File: src/rtl/tcm_dport_arb.sv
// Two-requester arbiter for the TCM data port with an in-order response ID FIFO.
// Ports: clk, rst (sync, active-low); m0_*/m1_* requester side; s_* downstream
// TCM side; protocol_err_o sticky flag for a response with nothing outstanding.
// Define TCM_DPORT_ARB_RR_EN for round-robin arbitration (default: m0 wins).
module tcm_dport_arb #(
  parameter int OUTSTANDING_DEPTH = 4
) (
  input  logic        clk,
  input  logic        rst,
  input  logic [31:0] m0_addr_i,
  input  logic [31:0] m0_data_wr_i,
  input  logic        m0_rd_i,
  input  logic [3:0]  m0_wr_i,
  input  logic [10:0] m0_req_tag_i,
  output logic        m0_accept_o,
  output logic        m0_ack_o,
  output logic        m0_error_o,
  output logic [31:0] m0_data_rd_o,
  output logic [10:0] m0_resp_tag_o,
  input  logic [31:0] m1_addr_i,
  input  logic [31:0] m1_data_wr_i,
  input  logic        m1_rd_i,
  input  logic [3:0]  m1_wr_i,
  input  logic [10:0] m1_req_tag_i,
  output logic        m1_accept_o,
  output logic        m1_ack_o,
  output logic        m1_error_o,
  output logic [31:0] m1_data_rd_o,
  output logic [10:0] m1_resp_tag_o,
  output logic [31:0] s_addr_o,
  output logic [31:0] s_data_wr_o,
  output logic        s_rd_o,
  output logic [3:0]  s_wr_o,
  output logic [10:0] s_req_tag_o,
  input  logic        s_accept_i,
  input  logic        s_ack_i,
  input  logic        s_error_i,
  input  logic [31:0] s_data_rd_i,
  input  logic [10:0] s_resp_tag_i,
  output logic        protocol_err_o
);

  localparam int PW = (OUTSTANDING_DEPTH > 1) ? $clog2(OUTSTANDING_DEPTH) : 1;

  typedef enum logic [1:0] {
    IDLE  = 2'd0,
    GRANT = 2'd1,
    LOCK  = 2'd2
  } state_t;

  state_t        state;
  logic          lock_id;
  logic          err_q;
  logic          fifo_q [OUTSTANDING_DEPTH];
  logic [PW-1:0] wr_ptr;
  logic [PW-1:0] rd_ptr;
  logic [PW:0]   count;

`ifdef TCM_DPORT_ARB_RR_EN
  logic          last_id;
`endif

  logic req0;
  logic req1;
  logic gnt;
  logic gnt_valid;
  logic full;
  logic empty;
  logic present;
  logic accept;
  logic pop;
  logic head;
  logic resp_ok;

  assign req0  = m0_rd_i | (|m0_wr_i);
  assign req1  = m1_rd_i | (|m1_wr_i);
  assign full  = (count == (PW+1)'(OUTSTANDING_DEPTH));
  assign empty = (count == '0);

  // A stalled request keeps the grant until the TCM takes it.
  always_comb begin
    gnt       = 1'b0;
    gnt_valid = 1'b0;
    if (state == LOCK) begin
      gnt       = lock_id;
      gnt_valid = lock_id ? req1 : req0;
    end else if (req0 && req1) begin
      gnt_valid = 1'b1;
`ifdef TCM_DPORT_ARB_RR_EN
      gnt       = ~last_id;
`else
      gnt       = 1'b0;
`endif
    end else if (req0 || req1) begin
      gnt_valid = 1'b1;
      gnt       = req1;
    end
  end

  assign present = rst & gnt_valid & ~full;
  assign accept  = present & s_accept_i;

  assign s_addr_o    = gnt ? m1_addr_i    : m0_addr_i;
  assign s_data_wr_o = gnt ? m1_data_wr_i : m0_data_wr_i;
  assign s_req_tag_o = gnt ? m1_req_tag_i : m0_req_tag_i;
  assign s_rd_o      = present & (gnt ? m1_rd_i : m0_rd_i);
  assign s_wr_o      = present ? (gnt ? m1_wr_i : m0_wr_i) : 4'b0;

  assign m0_accept_o = accept & ~gnt;
  assign m1_accept_o = accept & gnt;

  // Responses return in order; the FIFO head names their owner.
  assign head    = fifo_q[rd_ptr];
  assign resp_ok = rst & ~empty;
  assign pop     = resp_ok & s_ack_i;

  assign m0_ack_o      = pop & ~head;
  assign m1_ack_o      = pop & head;
  assign m0_error_o    = pop & ~head & s_error_i;
  assign m1_error_o    = pop & head & s_error_i;
  assign m0_data_rd_o  = (resp_ok & ~head) ? s_data_rd_i  : 32'b0;
  assign m1_data_rd_o  = (resp_ok & head)  ? s_data_rd_i  : 32'b0;
  assign m0_resp_tag_o = (resp_ok & ~head) ? s_resp_tag_i : 11'b0;
  assign m1_resp_tag_o = (resp_ok & head)  ? s_resp_tag_i : 11'b0;

  assign protocol_err_o = err_q & rst;

  always_ff @(posedge clk) begin
    if (!rst) begin
      state   <= IDLE;
      lock_id <= 1'b0;
      wr_ptr  <= '0;
      rd_ptr  <= '0;
      count   <= '0;
      err_q   <= 1'b0;
`ifdef TCM_DPORT_ARB_RR_EN
      last_id <= 1'b1;
`endif
    end else begin
      if (accept) begin
        fifo_q[wr_ptr] <= gnt;
        wr_ptr <= (wr_ptr == PW'(OUTSTANDING_DEPTH-1)) ? '0 : wr_ptr + 1'b1;
`ifdef TCM_DPORT_ARB_RR_EN
        last_id <= gnt;
`endif
      end
      if (pop) begin
        rd_ptr <= (rd_ptr == PW'(OUTSTANDING_DEPTH-1)) ? '0 : rd_ptr + 1'b1;
      end
      case ({accept, pop})
        2'b10:   count <= count + 1'b1;
        2'b01:   count <= count - 1'b1;
        default: count <= count;
      endcase
      if (s_ack_i && empty) begin
        err_q <= 1'b1;
      end
      if (present && !s_accept_i) begin
        state   <= LOCK;
        lock_id <= gnt;
      end else if (req0 || req1) begin
        state <= GRANT;
      end else begin
        state <= IDLE;
      end
    end
  end

endmodule
File: config.mk
export PLATFORM = sky130hd
export DESIGN_NAME = tcm_dport_arb
export DESIGN_NICKNAME = d
export VERILOG_FILES = /design/src/rtl/tcm_dport_arb.sv
export SDC_FILE = /design/constraint.sdc
export NUM_CORES = 1
export LEC_CHECK = 0
export BUFFER_PORTS_ARGS = -buffer_cell sky130_fd_sc_hd__buf_2
export CELL_PAD_IN_SITES_DETAIL_PLACEMENT = 0
export CELL_PAD_IN_SITES_GLOBAL_PLACEMENT = 2
export CORE_MARGIN = 3
export CORE_UTILIZATION = 12
export DETAILED_ROUTE_END_ITERATION = 10
export PLACE_DENSITY = 0.72
export SETUP_SLACK_MARGIN = 0.3
export SYNTH_ARGS = -nofsm -noshare
export SYNTH_HDL_FRONTEND = slang
export SYNTH_SLANG_ARGS = --single-unit
File: constraint.sdc
create_clock -name clk -period 2.6 [get_ports clk]
set_input_delay 0.52 -clock clk [delete_from_list [all_inputs] [get_ports clk]]
set_output_delay 0.52 -clock clk [all_outputs]
set_load 0.05 [all_outputs]
==> flow_metrics.tcl, run 1 <==
set metrics [dict create \
    status "complete, but fails checks" \
    violations "negative setup slack" \
    final_antenna_net_count 0 \
    synth_edf_count 4 \
    worstHoldPathType "flip-flop to flip-flop" \
    final_cells 992 \
    drt_pre_antenna_iters 4 \
    worst_pin_slew_ns 0.3135 \
    antennaDiodeCount 0 \
    slew_violations 0 \
    dpl.hpwl_mm 13.10 \
    synth_ff_type "dfxtp_1" \
    placed_cell_area_um2 5200 \
    synthTopCellsByCount "mux2_4, and2_1, and3_1" \
    synth_cells 280 \
    syn_area_per_cell_um2 9.634 \
    drc 0 \
    cts_sinks 17 \
    ys_types 37 \
    dr_total_vias 3890 \
    ir_drop_mv 0.2002 \
    area_growth_pct 197.3 \
    clockRootBuffer "clkbuf_16" \
    clk_pin_slew_ns 0.06 \
    detail_route.iter0.violations 161 \
    insertion_delay_ns 0.25 \
    die_w_um 155.9 \
    die_h_um 155.9 \
    ys_ff_latch 17 \
    syn-num-nets 495 \
    netlist_area_um2 2698 \
    crit_path_start_kind "primary input" \
    crit_path_end "s_addr_o[22]" \
    p_leak_nw 4.059 \
    final_area_um2 8020 \
    yosysMostFrequentCell "mux2_4" \
    worst_slack_ns -0.1642 \
    grt_use_total_pct 13.34 \
    critPathKind "primary input to output port" \
    synth_xor_area_share_pct 0.6494 \
    maxSlewHeadroom_pct 79.10 \
    rows 54 \
    post_drt_via_cell_ratio 3.921 \
    r2r_cells 10 \
    wl_mm 18.74 \
    gr-total-overflow 0 \
    wl_per_cell_um 18.89 \
    die_area_um2 24310 \
    min_period_ns 2.764 \
    place.gp.congestion 0.7516 \
    numPortBuffers 380 \
    grt_max_degree 46 \
    worstPathRequired_ns 2.08 \
    yosysWarnings 0 \
    fin_skew_ns 0.005671 \
    synthAdderAreaFrac_pct 3.525 \
    clockBufferDepth 2 \
    period_share_pct 106.3 \
    hold_slack_ns 0.4586 \
    cts_buffers 3 \
    dp_cells 939 \
    crit_start "m0_wr_i[1]" \
    ios 381 \
    start_util_pct 12.28 \
    cts.htree.levels 1 \
    grt_pass1_vias 4005 \
    endpoint_kind "output port" \
    postLayoutCoreUtil_pct 36.52 \
    setup_violations 82 \
    final_nets 928 \
    antenna_found_initial 2 \
    grt_pass1_wl_mm 25.00 \
    seq_area_frac_synth_pct 14.10 \
    cts_tree "yes" \
    synth_mux_area_share_pct 43.00 \
    synthArstFlopShare_pct 0 \
    synth_top_cell_area_share_pct 34.51 \
    cp.arrival_ns 2.24 \
    hold_viol 0 \
    synth_compound_area_share_pct 3.247 \
    dp_slack_ns -0.2175 \
    worstPathMaxFanout 8 \
    worst_r2r_endpoint "count[2]" \
    core_area_um2 21960 \
    drive_gt1_share_pct 90.73 \
    drv_cap 0 \
    synth_simple_gate_area_share_pct 28.90 \
    power_density_nw_per_um2 317.5 \
    yosysTopAreaCell "mux2_4" \
    grt_setup_unrepaired "true" \
    reg2reg_slack_ns 0.24 \
    synth_top_family_by_area "multiplexers" \
    r2r_start "count[2]" \
    max_freq_mhz 361.8 \
    synth.area.top_cells "mux2_4, and2_1, and3_1" \
]
cell families (layout without fill, tap and decap cells):
group           Yosys count  count (layout)
flops                    17              17
mux                      82              82
buf+inv                  31             463
fa+ha+maj                 7               7
xor+xnor                  2               2
compound gates           12              12
simple gates            129             129
cells in the final DEF, fill, tap and decap left out, types with 7 or more instances in the layout:
| cell type | n |
|---|---|
| buf_2 | 206 |
| buf_6 | 99 |
| buf_8 | 93 |
| mux2_4 | 73 |
| and3_4 | 45 |
| and2_4 | 44 |
| buf_12 | 17 |
| buf_4 | 16 |
| buf_16 | 15 |
| dfxtp_1 | 12 |
| nor2_4 | 8 |
| nand2_1 | 7 |
power by group:
part | switching [mW] | internal (mW)
Clock | 0.102 | 0.207
Combinational | 0.992 | 0.939
Sequential | 0.0141 | 0.292
area by class of cell:
type,count,area [um2]
clock inverter,1,7.507
inverter,10,37.54
clock buffer,3,75.07
fill,2155,13940
tap,280,350.3
sequential,17,381.6
multi-input combinational,232,2678
timing repair buffer,449,4491
worst min path at each step:
| stage | startpoint | endpoint | slack (ns) | depth (start not counted) |
|---|---|---|---|---|
| 2_1_floorplan | err_q | err_q | 0.43 | 2 |
| 3_3_place_gp | err_q | err_q | 0.45 | 2 |
| 3_5_place_dp | err_q | err_q | 0.45 | 2 |
| 4_1_cts | err_q | err_q | 0.47 | 2 |
| 5_1_grt | err_q | err_q | 0.49 | 2 |
| 6_report | err_q | err_q | 0.46 | 2 |
worst max-delay path, stage by stage:
cell,delay [ns]
buf_6,0.09
or4_4,0.54
nor2_4,0.14
a31oi_4,0.13
buf_12,0.18
clkbuf_16,0.18
mux2_4,0.31
buf_6,0.16
through the flow:
step / power [mW] / setup TNS [ns]
2_1_floorplan: 1.147 / 0
3_3_place_gp: 1.550 / -13.78
3_5_place_dp: 1.549 / -14.30
4_1_cts: 2.453 / -13.06
5_1_grt: 2.653 / -13.69
6_report: 2.547 / -9.002
routing by layer:
metal / track usage [%] / vias up / part of all wire, %
li1: - / 1870 / -
met1: 17.38 / 1880 / 42
met2: 24.14 / 126 / 53
met3: 1.969 / 12 / 4.6
met4: 1.220 / 2 / 0.49
met5: 0 / - / 0.053
timing repair:
item                                    4_1_cts  5_1_grt
gates cloned                                 15        5
pin swaps                                    79       22
setup buffers                                23        6
resized for setup                           470      137
hold buffers                                  0        0
endpoints found under the hold margin         0        0
endpoints found under the setup margin      174      174
Note: power is estimated with default switching activity, not from simulation.
==> run 2: changes to the inputs <==
- CORE_MARGIN: 3 -> default
==> run 2 against run 1 <==
The run ends with design-rule violations, negative setup slack left. Maximum frequency up 0.30%. Worst setup slack better by 0.0083 ns. Critical path depth unchanged. Combinational power down 9.8%. Via count down 2.0%. Clock power about the same. Sequential share of layout area up 0.39 points. Final cell count down 1.7%. Non-clock buffer count down 18. Largest cell class unchanged. Highest routed layer is now met4.
==> flow_metrics.tcl, run 2 (synthesis results as in run 1) <==
set metrics [dict create \
    place.gp.congestion 0.8032 \
    final_common_cell "buf_2" \
    final_cells 975 \
    start_util_pct 12.28 \
    cp_top_family "simple AND/OR/NAND/NOR gates" \
    power_density_nw_per_um2 318.1 \
    drive_gt1_share_pct 86.60 \
    grt_max_degree 46 \
    numPortBuffers 380 \
    post_drt_via_cell_ratio 3.910 \
    use_met3_pct 1.911 \
    dr_total_vias 3812 \
    clockRootBuffer "clkbuf_16" \
    cts_sinks 17 \
    worst_slack_ns -0.1559 \
    crit_path_start_kind "primary input" \
    crit_chain "buf_6 -> or4_4 -> nor2_4 -> a31oi_4 -> buf_12 -> buf_16 -> mux2_4 -> buf_8" \
    worst_pin_slew_ns 0.3219 \
    multi_input_area_um2 2549 \
    cp.arrival_ns 2.24 \
    hold_viol 0 \
    cp.buffers_inverters 4 \
    rows 54 \
    grt_pass1_wl_mm 24.60 \
    antenna_found_initial 1 \
    maxSlewHeadroom_pct 78.54 \
    cts_tree "yes" \
    grt_use_total_pct 13.88 \
    endpoint_kind "output port" \
    drt_pre_antenna_iters 8 \
    dp_slack_ns -0.2610 \
    violations "design-rule violations, negative setup slack" \
    setup_violations 81 \
    worstPathRequired_ns 2.08 \
    met1_usage_pct 19.40 \
    insertion_delay_ns 0.25 \
    drv_cap 0 \
    p_leak_nw 3.939 \
    placed_cell_area_um2 5185 \
    hold_slack_ns 0.4595 \
    grt_setup_unrepaired "true" \
    final_nets 910 \
    drc 42 \
    wl_per_cell_um 17.86 \
    clockBufferDepth 2 \
    status "complete, but fails checks" \
    gr-total-overflow 0 \
    met2_usage_pct 23.13 \
    power.total_mw 2.359 \
    wl_mm 17.42 \
    ios 381 \
    clk_pin_slew_ns 0.05 \
    detail_route.iter0.violations 223 \
    final_antenna_net_count 0 \
    area_growth_pct 174.9 \
    critPathKind "primary input to output port" \
    dp_cells 937 \
    slew_violations 0 \
    period_share_pct 106.0 \
    fin_skew_ns 0.001670 \
    worstHoldPathType "flip-flop to flip-flop" \
    cts_buffers 3 \
    top_usage_layer "met2" \
    cts.htree.levels 1 \
    final_area_um2 7416 \
    worstPathMaxFanout 7 \
    critical-path-slowest-cell "or4_4" \
    die_h_um 151.9 \
    min_period_ns 2.756 \
    ir_drop_mv 0.2738 \
    ctsHoldBuffers 0 \
    grt_pass1_vias 3878 \
    max_freq_mhz 362.9 \
    die_w_um 151.9 \
    die_area_um2 23080 \
    mostFrequentLayoutCells "buf_2, buf_6, mux2_4" \
    core_area_um2 21960 \
    seq_area_um2 381.6 \
    dpl.hpwl_mm 12.37 \
    postLayoutCoreUtil_pct 33.77 \
    setup_tns_ns -10.00 \
    slowest_delay_ns 0.54 \
    fillers 2244 \
]
-- run 2: cell count changes in the layout (fill, tap and decap cells not counted), moves of 2 or more --
cell	delta
buf_12	-2
buf_6	+6
and3_4	-24
buf_8	-36
buf_2	+15
mux2i_2	-2
and3_1	+24
-- run 2: layer usage --
metal	wire [um]	vias up
met4	181	0
li1	-	1837
met3	859	14
met1	7946	1819
met2	8427	142
met5	0	-
-- run 2: final timing paths --
kind | startpoint | slack [ns] | depth (start not counted) | to
worst min register to register | err_q | 0.46 | 2 | err_q
worst max register to register | count[2] | 0.32 | 10 | count[2]
worst max-delay path | m0_rd_i | -0.16 | 8 | s_req_tag_o[1]
worst min-delay path | err_q | 0.46 | 2 | err_q
-- run 2: cell type report --
type	instances	share of cell area [%]
Timing Repair Buffer	431	54.04
Multi-Input combinational cell	232	34.37
Sequential cell	17	5.146
Tap cell	280	4.724
Clock buffer	3	1.012
Inverter	10	0.5736
Clock inverter	1	0.1012
Antenna cell	1	0.03374
-- run 2: tightest hold or removal path: stages, from the launching register on --
cell and delay (ns):
dfxtp_1 0.32, a21oi_1 0.04, nor2_1 0.07
-- run 2: power by group --
part           internal, mW  total (mW)  switching (mW)
Combinational         0.806        1.74           0.939
Sequential            0.292       0.306          0.0140
Clock                 0.207       0.309           0.102
Total                  1.30        2.36            1.05
-- run 2: repair_timing --
| action | in CTS | in global routing |
|---|---|---|
| gates cloned | 13 | 2 |
| pin swaps | 48 | 7 |
| setup buffers | 13 | 5 |
| endpoints found under the setup margin | 174 | 174 |
| resized for setup | 393 | 115 |
